--- config.mk ---
export PLATFORM = sky130hd
export DESIGN_NAME = funct_generator_fifo
export DESIGN_NICKNAME = d
export VERILOG_FILES = /design/src/rtl/funct_generator_fifo.sv
export SDC_FILE = /design/constraint.sdc
export NUM_CORES = 1
export LEC_CHECK = 0
export ABC_AREA = 0
export CORE_UTILIZATION = 30
export CTS_CLUSTER_SIZE = 25
export DETAILED_ROUTE_END_ITERATION = 10
export HOLD_SLACK_MARGIN = 0.03
export PLACE_DENSITY = 0.55
export SLEW_MARGIN = 15
export SYNTH_ARGS = -nofsm -noshare
export SYNTH_HDL_FRONTEND = slang
export SYNTH_SLANG_ARGS = --single-unit
--- constraint.sdc ---
create_clock -name clk -period 6.9 [get_ports clk]
set_input_delay 1.035 -clock clk [delete_from_list [all_inputs] [get_ports clk]]
set_output_delay 1.035 -clock clk [all_outputs]
set_load 0.01 [all_outputs]
--- src/rtl/funct_generator_fifo.sv ---
// rtl/funct_generator_fifo.sv - single-clock sample FIFO behind the function generator
// Define FUNCT_GENERATOR_FIFO_FWFT_EN for first-word fall-through reads; default is registered read.
module funct_generator_fifo #(
  parameter int DATA_WIDTH      = 32,
  parameter int ADDR_WIDTH      = 4,
  parameter int ALMOST_FULL_TH  = 14,
  parameter int ALMOST_EMPTY_TH = 2
) (
  input  logic                  clk,
  input  logic                  rst,
  input  logic                  wr_en_i,
  input  logic [DATA_WIDTH-1:0] data_i,
  input  logic                  rd_en_i,
  input  logic                  clr_err_i,
  output logic [DATA_WIDTH-1:0] data_o,
  output logic                  full_o,
  output logic                  empty_o,
  output logic                  almost_full_o,
  output logic                  almost_empty_o,
  output logic [ADDR_WIDTH:0]   count_o,
  output logic                  overflow_o,
  output logic                  underflow_o
);

  localparam int DEPTH = 2 ** ADDR_WIDTH;
  localparam int CW    = ADDR_WIDTH + 1;
  localparam logic [CW-1:0] DEPTH_C = CW'(DEPTH);
  localparam logic [CW-1:0] AF_TH_C = CW'(ALMOST_FULL_TH);
  localparam logic [CW-1:0] AE_TH_C = CW'(ALMOST_EMPTY_TH);

  if (ALMOST_EMPTY_TH < 0 || ALMOST_EMPTY_TH >= ALMOST_FULL_TH || ALMOST_FULL_TH > DEPTH)
  begin : g_th_check
    $error("funct_generator_fifo: thresholds must satisfy 0 <= ALMOST_EMPTY_TH < ALMOST_FULL_TH <= DEPTH");
  end

  logic [DATA_WIDTH-1:0] mem_q [DEPTH];
  logic [ADDR_WIDTH-1:0] wr_ptr_q, wr_ptr_d;
  logic [ADDR_WIDTH-1:0] rd_ptr_q, rd_ptr_d;
  logic [CW-1:0]         count_q, count_d;
  logic                  overflow_q, overflow_d;
  logic                  underflow_q, underflow_d;
  logic                  wr_acc, rd_acc;

  // Flags come only from the registered count, never from the enables.
  assign full_o         = (count_q == DEPTH_C);
  assign empty_o        = (count_q == '0);
  assign almost_full_o  = (count_q >= AF_TH_C);
  assign almost_empty_o = (count_q <= AE_TH_C);
  assign count_o        = count_q;
  assign overflow_o     = overflow_q;
  assign underflow_o    = underflow_q;

  assign wr_acc = wr_en_i && !full_o;
  assign rd_acc = rd_en_i && !empty_o;

  always_comb begin
    wr_ptr_d    = wr_ptr_q;
    rd_ptr_d    = rd_ptr_q;
    count_d     = count_q;
    overflow_d  = overflow_q;
    underflow_d = underflow_q;

    if (wr_acc) wr_ptr_d = wr_ptr_q + 1'b1;
    if (rd_acc) rd_ptr_d = rd_ptr_q + 1'b1;

    if (wr_acc && !rd_acc)      count_d = count_q + 1'b1;
    else if (rd_acc && !wr_acc) count_d = count_q - 1'b1;

    // A new error in the same cycle as a clear must survive the clear.
    if (clr_err_i) begin
      overflow_d  = 1'b0;
      underflow_d = 1'b0;
    end
    if (wr_en_i && full_o)  overflow_d  = 1'b1;
    if (rd_en_i && empty_o) underflow_d = 1'b1;
  end

  always_ff @(posedge clk) begin
    if (rst) begin
      wr_ptr_q    <= '0;
      rd_ptr_q    <= '0;
      count_q     <= '0;
      overflow_q  <= 1'b0;
      underflow_q <= 1'b0;
    end else begin
      wr_ptr_q    <= wr_ptr_d;
      rd_ptr_q    <= rd_ptr_d;
      count_q     <= count_d;
      overflow_q  <= overflow_d;
      underflow_q <= underflow_d;
    end
  end

  // Storage is deliberately not reset.
  always_ff @(posedge clk) begin
    if (!rst && wr_acc) mem_q[wr_ptr_q] <= data_i;
  end

`ifdef FUNCT_GENERATOR_FIFO_FWFT_EN
  assign data_o = empty_o ? '0 : mem_q[rd_ptr_q];
`else
  logic [DATA_WIDTH-1:0] data_q;

  always_ff @(posedge clk) begin
    if (rst)         data_q <= '0;
    else if (rd_acc) data_q <= mem_q[rd_ptr_q];
  end

  assign data_o = data_q;
`endif

endmodule

Word level (Yosys, flattened, before mapping)
Memories as Yosys holds them, arrays and structs flattened. A register that Yosys moved wholly into a read port is not among the register bits.
Index checks and enable logic that the tools add are counted.
{"block": "totals", "ff_bits": 15, "mem_bits_rw": 512, "input_bits": 37, "out_inout_bits": 43, "wordCells": 36, "n_memories": 1}
{"name": "mem_q", "words": 16, "word_bits": 32, "rd": 1, "rd_clocked_by_memory_dff": 1, "write_ports": 1, "line": "36", "source": "logic [DATA_WIDTH-1:0] mem_q [DEPTH];"}
{"block": "op_classes", "addsub": 4, "order_cmp": 2, "eq_ne": 1, "mux": 7, "reduce_logical": 16}
{"cell": "2-to-1 mux 5 bit", "count": 2}
{"cell": "adder 4 x 1 -> 4 bit, second input constant", "count": 2}
{"cell": "logical AND 1 bit", "count": 7}
{"cell": "nonzero test 2 bit", "count": 3}
{"cell": "adder 5 x 1 -> 5 bit, second input constant", "count": 1}
{"cell": "== test 5 bit, second input constant", "count": 1}
{"cell": "greater-or-equal comparator 5 x 4 -> 1 bit, second input constant", "count": 1}
{"cell": "less-or-equal comparator 5 x 2 -> 1 bit, second input constant", "count": 1}
{"cell": "zero test 1 bit", "count": 5}
{"cell": "zero test 5 bit", "count": 1}
{"cell": "2-to-1 mux 1 bit", "count": 5}
{"cell": "subtractor 5 x 1 -> 5 bit, second input constant", "count": 1}

Logic depth before layout (Yosys ltp)
{"block": "logic_depth", "ltp_word": 7, "mapped_depth": 11, "mapped_depth_nobuf": 9}

Worst setup path after synthesis
No wires, ideal clock.
{"block": "synth_timing", "path_type": "input to register", "startpoint": "in wr_en_i", "endpoint": "mem mem_q[12][0] (enable)", "setup_time_ns": 0.421, "arrival_time_ns": 2.873, "t_required_ns": 6.479, "path_slack_ns": 3.606, "cell_stages": 4, "path_buffers": 1, "path_cell_list": "o21a_1 clkbuf_1 nand2_1 nor2_1"}
{"block": "synth_between", "elab_chain_len": 4}
{"item": "start: declaration", "line": "11", "source": "input logic wr_en_i,"}
{"item": "logical AND 1 bit", "line": "53", "source": "assign wr_acc = wr_en_i && !full_o;"}
{"item": "net wr_acc", "line": "42", "source": "logic wr_acc, rd_acc;"}
{"item": "logical AND 1 bit", "line": "96", "source": "if (!rst && wr_acc) mem_q[wr_ptr_q] <= data_i;"}
{"item": "2-to-1 mux 1 bit", "line": "96"}
{"item": "2-to-1 mux 1 bit (implied by the code)", "line": "96"}
{"item": "end: declaration", "line": "36"}
The timed path passes the listed nets, and every way through them passes these cells.

Worst setup path in the final report
{"block": "layout_timing", "startpoint": "reg count_q[0], in the netlist count_o[0]", "endpoint": "out full_o"}
{"block": "layout_between", "elab_chain_len": 1}
{"item": "start: declaration", "line": "39", "source": "logic [CW-1:0] count_q, count_d;"}
{"item": "start signal: assignment", "line": "88", "source": "count_q <= count_d;"}
{"item": "== test 5 bit", "line": "45", "source": "assign full_o = (count_q == DEPTH_C);"}
{"item": "end: declaration", "line": "16", "source": "output logic full_o,"}
Every way passes these cells.

==> results.json <==
{
  "final_nets": 1120,
  "min_period_ns": 3.56,
  "worstHoldPathType": "reg -> reg",
  "grt_pass1_wl_mm": 67.9,
  "drc": 0,
  "via_per_inst": 4.66,
  "ir_drop_mv": 0.200,
  "power_frac_clock_pct": 33.8,
  "top_level_ports": 80,
  "hold_ws_ns": 0.488,
  "h-tree-depth": 2,
  "wl_mm": 44.6,
  "p_seq_share_pct": 46.2,
  "ff2ff_setup_slack_ns": 3.67,
  "drt_pre_antenna_iters": 5,
  "start_kind": "flop",
  "cts.clk_slew.worst_paths_ns": 0.06,
  "die_h_um": 269,
  "drt_iter0_drc": 560,
  "fin_crit_sh_pct": 51.5,
  "fmax_mhz": 281,
  "worst_pin_slew_ns": 1.15,
  "diodes": 0,
  "grt_pass1_vias": 10450,
  "gp_congestion": 0.691,
  "cts_root_buf": "clkbuf_16",
  "synth_nets": 1013,
  "fin_skew_ns": 0.0137,
  "cts-resized-gates": 0,
  "tritoncts": "built",
  "fin_cells": 2059,
  "num_rows": 97,
  "dpl_cell_area_um2": 23200,
  "grt_max_degree": 82,
  "worstSkewPairLatency_ns": 0.60,
  "drive_gt1_share_pct": 25.5,
  "initial_core_util_pct": 30.4,
  "crit_path_end_kind": "primary output",
  "crit_arrival_ns": 2.52,
  "cts_setup_buffers": 0,
  "die_w_um": 269,
  "portBuffers": 79,
  "hold_viol_final": 0,
  "wl_per_cell_um": 21.7,
  "antenna_left": 0,
  "place_inst": 1951,
  "outcome": "complete, no violations",
  "critPathMaxFanout": 9,
  "die-area_um2": 72100,
  "p_leak_nw": 7.59,
  "switching_share_pct": 25.5,
  "yosysWarnings": 0,
  "rsz0062_at_grt": "false",
  "clock-sinks": 559,
  "area_delta_synth_final_pct": 17.6,
  "path_class": "reg -> out",
  "power_density_nw_per_um2": 344,
  "antenna_found_initial": 0,
  "avgSynthCellArea_um2": 22.1,
  "grt_use_total_pct": 12.7,
  "maxCapViolations": 0,
  "fin_setup_tns_ns": 0,
  "ys_types": 36,
  "vias": 9605,
  "finalMaxSlewViolations": 0,
  "hold_buffers": 0,
  "setup_viol": 0,
  "internal_power_w": 0.00643,
  "required_ns": 5.86,
  "netlist_area_um2": 21300,
  "hpwl_mm": 24.9,
  "core_um2": 70100,
  "p_comb_share_pct": 20.0,
  "grt.overflow.total": 0,
  "slew_headroom_pct": 23.1,
  "switching_power_w": 0.00220,
  "post-route-util_pct": 35.7,
  "cts_buffers": 57,
  "synth_seq_cells": 559,
  "clockBufferDepth": 3,
  "synth_cells": 966,
  "final_area_um2": 25100,
  "yosysSeqAreaShare_pct": 76.6
}
-- through the flow --
stage / total power [W] / setup slack [ns]
final: 0.00863 / 3.34
after global routing: 0.00902 / 3.20
after CTS: 0.00877 / 3.28
after detailed placement: 0.00584 / 3.20
after global placement: 0.00584 / 3.18
after floorplan: 0.00528 / 3.61
-- layout by cell type (no fill, tap or decap), types with 16 or more instances in the layout --
cell type        instances
edfxtp_1               512
mux4_2                 128
clkdlybuf4s50_1         79
clkbuf_16               57
nor2_1                  55
dfxtp_1                 44
mux2i_1                 36
mux2_2                  33
a221o_1                 32
buf_4                   17
nor2_4                  16
-- metal layers --
metal / up-vias / GRT usage (%) / part of all wire, %
li1: 4248 / - / -
met1: 5140 / 16.5 / 44
met2: 169 / 22.0 / 50
met3: 48 / 2.03 / 3.8
met4: 0 / 3.52 / 1.6
met5: - / 0 / 0
-- cells by family (layout without fill, tap and decap cells) --
group / after synthesis / count (layout) / share of synthesized area [%]
flip-flops: 559 / 559 / 76.6
multiplexers: 197 / 197 / 17.0
AND/OR/NAND/NOR: 86 / 86 / 1.67
buffers and inverters: 57 / 210 / 1.66
AO/OA/AOI/OAI: 48 / 48 / 2.15
adder cells (fa/ha/maj): 10 / 10 / 0.622
XOR/XNOR: 9 / 9 / 0.370
-- path summary, 6_finish.rpt --
kind | startpoint | endpoint | depth (start not counted)
setup / recovery | count_o[0] | full_o | 3
hold / removal | data_o[25] | data_o[25] | 1
setup reg to reg | count_o[0] | count_o[4] | 9
hold reg to reg | data_o[25] | data_o[25] | 1
-- synthesized netlist by cell type --
master     count  area (µm²)
edfxtp_1     512       15400
mux4_2       128        2880
nor2_1        71         267
dfxtp_1       47         941
mux2i_1       36         360
mux2_2        33         372
a221o_1       32         320
clkbuf_1      16        60.1
buf_2         12        60.1
buf_1         10        37.5
buf_6         10         113
ha_1           9         113
xor2_1         7        61.3
nand2_1        6        22.5
inv_1          5        18.8
o211ai_1       4        30.0
a21oi_1        3        15.0
buf_12         3        60.1
a22oi_1        2        15.0
and3_1         2        12.5
nand3b_1       2        15.0
xnor2_1        2        17.5
a2111oi_0      1        8.76
a21o_1         1        7.51
a21o_2         1        8.76
and2b_1        1        7.51
clkbuf_2       1        5.00
fa_1           1        20.0
nand3_1        1        5.00
nor3b_2        1        12.5
o211ai_4       1        21.3
o21a_1         1        7.51
o21ai_4        1        16.3
o31ai_1        1        7.51
or3_1          1        6.26
or4_1          1        7.51
-- power by group through the flow --
stage,Clock (W),Combinational (W),Sequential [W]
2_1_floorplan,0,0.00128,0.00400
3_3_place_gp,0,0.00177,0.00407
3_5_place_dp,0,0.00177,0.00407
4_1_cts,0.00300,0.00178,0.00400
5_1_grt,0.00313,0.00188,0.00401
6_report,0.00292,0.00172,0.00399
-- cell type report --
| cell class | instances | area (µm²) |
|---|---|---|
| fillers | 6529 | 45100 |
| flip-flops and latches | 559 | 16300 |
| multi-input cells | 350 | 4770 |
| clock buffers | 74 | 1510 |
| well taps | 940 | 1180 |
| repair buffers | 100 | 1010 |
| clock inverters | 31 | 254 |
| inverters | 5 | 18.8 |
-- state kept, by name, indices dropped and copies added (netlist names) --
register     count
count_o          5
mem_q          512
data_o          32
rd_ptr_q         4
underflow_o      1
wr_ptr_q         4
overflow_o       1
-- critical path, cell delays in order (launching register included) --
cell and delay (ns):
dfxtp_1 0.38, or4_1 0.77, nor2_1 0.21, clkdlybuf4s50_1 0.56
(Power assumes the default switching activity.)
